`config.mk`:
```
export PLATFORM = sky130hd
export DESIGN_NAME = regfile_sb_flat
export DESIGN_NICKNAME = d
export VERILOG_FILES = /design/src/rtl/regfile_pkg.sv /design/src/rtl/regfile_sb_if.sv /design/src/rtl/regfile_rdport.sv /design/src/rtl/regfile_sb.sv /design/src/flat_wrapper.sv
export SDC_FILE = /design/constraint.sdc
export NUM_CORES = 1
export LEC_CHECK = 0
export CAP_MARGIN = 10
export CORE_MARGIN = 10
export CORE_UTILIZATION = 50
export CTS_CLUSTER_SIZE = 25
export DETAILED_ROUTE_END_ITERATION = 16
export HOLD_SLACK_MARGIN = 0.03
export PLACE_DENSITY = 0.7
export SLEW_MARGIN = 20
export SYNTH_ARGS = -nofsm -noshare
export SYNTH_HDL_FRONTEND = slang
export SYNTH_SLANG_ARGS = --single-unit
export TNS_END_PERCENT = 10
```
`constraint.sdc`:
```
create_clock -name clk -period 2.5 [get_ports clk]
set_input_delay 0.5 -clock clk [delete_from_list [all_inputs] [get_ports clk]]
set_output_delay 0.5 -clock clk [all_outputs]
set_load 0.02 [all_outputs]
```
`src/rtl/regfile_pkg.sv`:
```
// regfile_sb shared types and defaults.
// State encoding for the bulk-clear sequencer.
package regfile_pkg;

  localparam int RF_DATA_W = 24;
  localparam int RF_DEPTH  = 8;
  localparam int RF_NUM_RD = 2;

  typedef enum logic {
    RF_IDLE,
    RF_CLEAR
  } rf_state_e;

endpackage

```
`src/rtl/regfile_sb_if.sv`:
```
// Bus between decode/writeback and the register file.
// master drives requests, slave returns operands.
interface regfile_sb_if
  import regfile_pkg::*;
#(
  parameter int DATA_W = RF_DATA_W,
  parameter int DEPTH  = RF_DEPTH,
  parameter int NUM_RD = RF_NUM_RD
);
  localparam int ADDR_W = $clog2(DEPTH);

  logic                     we;
  logic [ADDR_W-1:0]        wa;
  logic [DATA_W-1:0]        wd;
  logic [NUM_RD*ADDR_W-1:0] ra;
  logic [NUM_RD*DATA_W-1:0] rd;
  logic [NUM_RD-1:0]        rdy;
  logic                     alloc_en;
  logic [ADDR_W-1:0]        alloc_addr;
  logic                     clr_req;
  logic                     clr_busy;

  modport master (
    output we, wa, wd, ra,
    output alloc_en, alloc_addr, clr_req,
    input  rd, rdy, clr_busy
  );

  modport slave (
    input  we, wa, wd, ra,
    input  alloc_en, alloc_addr, clr_req,
    output rd, rdy, clr_busy
  );

endinterface

```
`src/rtl/regfile_rdport.sv`:
```
// One combinational read port: zero detect,
// write bypass and operand-ready flag.
module regfile_rdport #(
  parameter int DATA_W = 24,
  parameter int ADDR_W = 3
) (
  input  logic [ADDR_W-1:0] ra,
  input  logic [DATA_W-1:0] arr,
  input  logic              pend,
  input  logic              we,
  input  logic [ADDR_W-1:0] wa,
  input  logic [DATA_W-1:0] wd,
  input  logic              idle,
  output logic [DATA_W-1:0] rd,
  output logic              rdy
);

  logic zero;
  logic hit;

  assign zero = (ra == '0);
  assign hit  = we && idle && (wa == ra) && !zero;

  // Select operand source and readiness
  always_comb begin
    rd  = arr;
    rdy = !pend;
    unique case (1'b1)
      zero: begin
        rd  = '0;
        rdy = 1'b1;
      end
      hit: begin
        rd  = wd;
        rdy = 1'b1;
      end
      default: begin
        rd  = arr;
        rdy = !pend;
      end
    endcase
  end

endmodule

```
`src/rtl/regfile_sb.sv`:
```
// Register file with bypass, pending-write
// scoreboard and sequenced bulk clear.
module regfile_sb
  import regfile_pkg::*;
#(
  parameter int DATA_W = RF_DATA_W,
  parameter int DEPTH  = RF_DEPTH,
  parameter int NUM_RD = RF_NUM_RD
) (
  input  logic        clk,
  input  logic        rst,
  regfile_sb_if.slave bus
);

  localparam int ADDR_W = $clog2(DEPTH);
  localparam logic [ADDR_W-1:0] LAST = ADDR_W'(DEPTH - 1);
  localparam logic [ADDR_W-1:0] ONE  = ADDR_W'(1);

  rf_state_e         state;
  rf_state_e         state_d;
  logic [ADDR_W-1:0] idx;
  logic [DATA_W-1:0] regs [DEPTH];
  logic [DEPTH-1:0]  busy;
  logic              idle;
  logic              wr_ok;
  logic              al_ok;

  logic [NUM_RD*DATA_W-1:0] rd_v;
  logic [NUM_RD-1:0]        rdy_v;

  assign idle  = (state == RF_IDLE);
  assign wr_ok = idle && bus.we && (bus.wa != '0);
  assign al_ok = idle && bus.alloc_en
              && (bus.alloc_addr != '0);

  // Clear sequencer state register
  always_ff @(posedge clk or negedge rst) begin
    if (!rst) state <= RF_IDLE;
    else      state <= state_d;
  end

  // Clear sequencer next state
  always_comb begin
    state_d = state;
    case (state)
      RF_IDLE:  if (bus.clr_req) state_d = RF_CLEAR;
      RF_CLEAR: if (idx == LAST) state_d = RF_IDLE;
      default:  state_d = RF_IDLE;
    endcase
  end

  // Register array: writeback or clear sweep
  always_ff @(posedge clk or negedge rst) begin
    if (!rst) begin
      for (int i = 0; i < DEPTH; i++) regs[i] <= '0;
    end else if (wr_ok) begin
      regs[bus.wa] <= bus.wd;
    end else if (!idle) begin
      regs[idx] <= '0;
    end
  end

  // Scoreboard and clear index; alloc beats write
  always_ff @(posedge clk or negedge rst) begin
    if (!rst) begin
      busy <= '0;
      idx  <= ONE;
    end else if (idle) begin
      if (bus.clr_req) begin
        busy <= '0;
        idx  <= ONE;
      end else begin
        if (wr_ok) busy[bus.wa] <= 1'b0;
        if (al_ok) busy[bus.alloc_addr] <= 1'b1;
      end
    end else begin
      idx <= idx + ONE;
    end
  end

  for (genvar i = 0; i < NUM_RD; i++) begin : g_rd
    logic [ADDR_W-1:0] a;
    assign a = bus.ra[i*ADDR_W +: ADDR_W];

    regfile_rdport #(
      .DATA_W (DATA_W),
      .ADDR_W (ADDR_W)
    ) u_rdport (
      .ra   (a),
      .arr  (regs[a]),
      .pend (busy[a]),
      .we   (bus.we),
      .wa   (bus.wa),
      .wd   (bus.wd),
      .idle (idle),
      .rd   (rd_v[i*DATA_W +: DATA_W]),
      .rdy  (rdy_v[i])
    );
  end

  assign bus.rd       = rd_v;
  assign bus.rdy      = rdy_v;
  assign bus.clr_busy = !idle;

endmodule

```
`src/flat_wrapper.sv`:
```
// flat-port wrapper written by rule: the top's interface ports become plain ports
module regfile_sb_flat import regfile_pkg::*;
#(
  parameter int DATA_W = RF_DATA_W,
  parameter int DEPTH  = RF_DEPTH,
  parameter int NUM_RD = RF_NUM_RD
)
  (clk, rst, bus_we, bus_wa, bus_wd, bus_ra, bus_alloc_en, bus_alloc_addr, bus_clr_req, bus_rd, bus_rdy, bus_clr_busy);
  regfile_sb_if #(.DATA_W(DATA_W), .DEPTH(DEPTH), .NUM_RD(NUM_RD)) bus_i ();
  input  logic clk;
  input  logic rst;
  input wire logic [$bits(bus_i.we)-1:0] bus_we;
  input wire logic [$bits(bus_i.wa)-1:0] bus_wa;
  input wire logic [$bits(bus_i.wd)-1:0] bus_wd;
  input wire logic [$bits(bus_i.ra)-1:0] bus_ra;
  input wire logic [$bits(bus_i.alloc_en)-1:0] bus_alloc_en;
  input wire logic [$bits(bus_i.alloc_addr)-1:0] bus_alloc_addr;
  input wire logic [$bits(bus_i.clr_req)-1:0] bus_clr_req;
  output wire logic [$bits(bus_i.rd)-1:0] bus_rd;
  output wire logic [$bits(bus_i.rdy)-1:0] bus_rdy;
  output wire logic [$bits(bus_i.clr_busy)-1:0] bus_clr_busy;
  assign bus_i.we = bus_we;
  assign bus_i.wa = bus_wa;
  assign bus_i.wd = bus_wd;
  assign bus_i.ra = bus_ra;
  assign bus_i.alloc_en = bus_alloc_en;
  assign bus_i.alloc_addr = bus_alloc_addr;
  assign bus_i.clr_req = bus_clr_req;
  assign bus_rd = bus_i.rd;
  assign bus_rdy = bus_i.rdy;
  assign bus_clr_busy = bus_i.clr_busy;
  regfile_sb #(.DATA_W(DATA_W), .DEPTH(DEPTH), .NUM_RD(NUM_RD)) u_core (.clk(clk), .rst(rst), .bus(bus_i));
endmodule
```
==> results.cfg <==
[run_status]
outcome = finished with violations
violations = setup timing

[setup_path]
crit_arrival_ns = 2.12
startpoint_type = input port
reg2reg_slack_ns = 0.32
endpoint_kind = primary output
crit_path_top_delay_cell = or3b_4
slowest_delay_ns = 0.39
cp_top_family = buffers and inverters
path_buf_inv = 5
crit_chain = buf_8, or3b_4, a211o_1, a21oi_4, buf_6, buf_12, buf_12, o2bb2ai_4, buf_6
critPathKind = input port to primary output
required_ns = 2.00
worstPathMaxFanout = 6

[synth]
synth.distinct_cells = 45
ys_seq_area_share_pct = 46.2
yosys_warnings = 0
syn_inst = 789
synth-edff-count = 0
ys_dominant_reg_cell = dfrtp_1
ys_ff_latch = 204
netlist_area_mm2 = 0.0111
ys_async_sr_fraction_pct = 100
syn_area_per_cell_um2 = 14.0
synth_nets = 832

[power_and_ir_drop]
fin_total_pwr_uw = 12200
p_leak_uw = 0.00645
vdd_drop_max_mv = 0.780
power_density_mw_per_mm2 = 852

[floorplanning]
die_w_um = 169
die_area_mm2 = 0.0285
num_rows = 54
dieHeight_um = 169
core_mm2 = 0.0218
start_util_pct = 50.7
ios = 92

[sta]
setup_ws_ns = -0.117
setup-violations-final = 43
period_share_pct = 105
worst_pin_slew_ns = 0.541
maxSlewHeadroom_pct = 63.9
slew_viol_final = 0
skew_ns = 0.00674
period_minus_slack_ns = 2.62
fmax_mhz = 382
rsz0062_at_grt = true
hold_viol = 0

[final_layout]
diodes = 0
syn_to_final_growth_pct = 29.8
num-fill-cells = 1559
drive_gt1_share_pct = 39.7
fin_nets = 971

[placement]
dp_hpwl_um = 23500
gp_congestion = 0.863
portBuffers = 91
preCtsSetupSlack_ns = -0.929

[detailed_routing]
drt_pass1_iterations = 5
drt_iter0_markers = 950
num_vias = 8631
drtAntennaViolNets = 0
routed_wl_um = 36300
drc = 0
via_per_inst = 7.05
post_drt_wl_per_cell_um = 29.6

[cts]
cts_max_path_buffers = 3
cts_buffers = 23
clk_pin_slew_ns = 0.06
clk_latency_ns = 0.52
root_buffer = clkbuf_16
cts_tree = built
cts_max_level = 1
cts.sinks = 204

[flow_run]
cap_violations = 0

[hold_path]
hold_path.class = flip-flop to flip-flop

[grt]
antenna_found_initial = 0
grt_max_degree = 61
grt_pass1_vias = 9271
grtUsageTotal_pct = 25.4
grt_pass1_wl_um = 56700
grt.overflow.total = 0
-- final timing paths --
kind | start | end | cells past startpoint
worst min-delay path | u_core.regs[186]$_DFFE_PN0P_ | u_core.regs[186]$_DFFE_PN0P_ | 1
min in group asynchronous | rst | u_core.regs[182]$_DFFE_PN0P_ | 2
worst max register to register | u_core.bus.clr_busy$_DFF_PN0_ | u_core.regs[176]$_DFFE_PN0P_ | 5
worst min register to register | u_core.regs[186]$_DFFE_PN0P_ | u_core.regs[186]$_DFFE_PN0P_ | 1
max in group asynchronous | rst | u_core.regs[47]$_DFFE_PN0P_ | 3
worst max-delay path | bus_ra[3] | bus_rd[44] | 9
-- sequential cells by signal (all words and copies together) (netlist names) --
name	cells
u_core.busy	8
u_core.bus.clr_busy	1
u_core.regs	192
u_core.idx	3
-- metal layers --
layer,global-route usage (%),vias to the layer above,share of wire (%)
met5,0,-,0
met4,7.49,0,2.8
met3,5.63,83,9.3
met2,40.5,524,48
met1,34.2,4550,40
li1,-,3474,-
-- final cells by class --
class	instances	area (um^2)	share of cell area, %
multi-input cells	472	5770	40.2
flip-flops and latches	204	5110	35.6
repair buffers	218	2250	15.7
clock buffers	28	624	4.35
well taps	280	350	2.44
clock inverters	14	220	1.53
inverters	9	33.8	0.235
-- what timing repair did --
| action | 4_1_cts | 5_1_grt |
|---|---|---|
| hold buffers | 1 | 0 |
| pin swaps | 7 | 1 |
| cloned | 2 | 0 |
| buffers inserted | 8 | 0 |
| hold endpoints to repair | 56 | 0 |
| setup endpoints to repair | 50 | 49 |
| resized for setup | 294 | 15 |
-- placed cells by master, fill, tap and decap left out, types with 7 or more instances in the layout --
cell,instances
buf_6,30
o2bb2ai_2,17
o22ai_1,7
inv_1,8
dfrtp_1,203
o22ai_2,8
a22o_1,170
nor2b_1,19
buf_2,23
o2bb2ai_1,26
mux2i_1,49
buf_4,92
mux4_2,100
clkdlybuf4s50_1,30
clkbuf_16,23
buf_12,34
-- Yosys cell counts, types with 3 or more instances --
master     instances  area (um^2)
a21oi_1            3         15.0
and2b_1            6         45.0
o22ai_2            6         75.1
mux2i_1           50          500
mux4_2           100         2250
o22ai_1            9         56.3
nand2_1            7         26.3
clkbuf_1          29          109
o2bb2ai_1         48          420
a22o_1           170         1490
a2bb2oi_1          6         52.6
buf_2             46          230
nand3_1            3         15.0
xnor2_1            5         43.8
dfrtp_1          203         5080
nor3b_1            4         30.0
buf_1             24         90.1
nor2b_1           20          125
nor2_1             7         26.3
buf_4              5         37.5
inv_1              8         30.0
nor3_2             3         30.0
-- metrics by stage --
stage,util (%),TNS [ns],hold WS (ns),cells,instance area (um^2)
2_1_floorplan,-,0,0.204,789,11100
3_3_place_gp,60.4,-37.03,0.485,1174,13200
3_5_place_dp,60.4,-39.13,0.499,1174,13200
4_1_cts,65.6,-2.48,0.517,1225,14300
5_1_grt,65.8,-6.03,0.528,1225,14400
6_report,65.8,-3.18,0.514,1225,14400
-- power breakdown --
group / total [uW] / switching [uW] / internal [uW] / leakage [uW]
registers: 4430 / 545 / 3880 / 0.00279
logic: 4030 / 2120 / 1910 / 0.00327
clock network: 3780 / 1470 / 2310 / 0.000399
total: 12200 / 4130 / 8100 / 0.00645
-- kinds of logic after synthesis --
logic type | synth area share (%)
compound gates | 19.7
flops | 46.2
mux | 24.9
buf+inv | 4.52
simple gates | 4.14
xor+xnor | 0.396
fa+ha+maj | 0.226
Power figures use the tool's default switching activity.
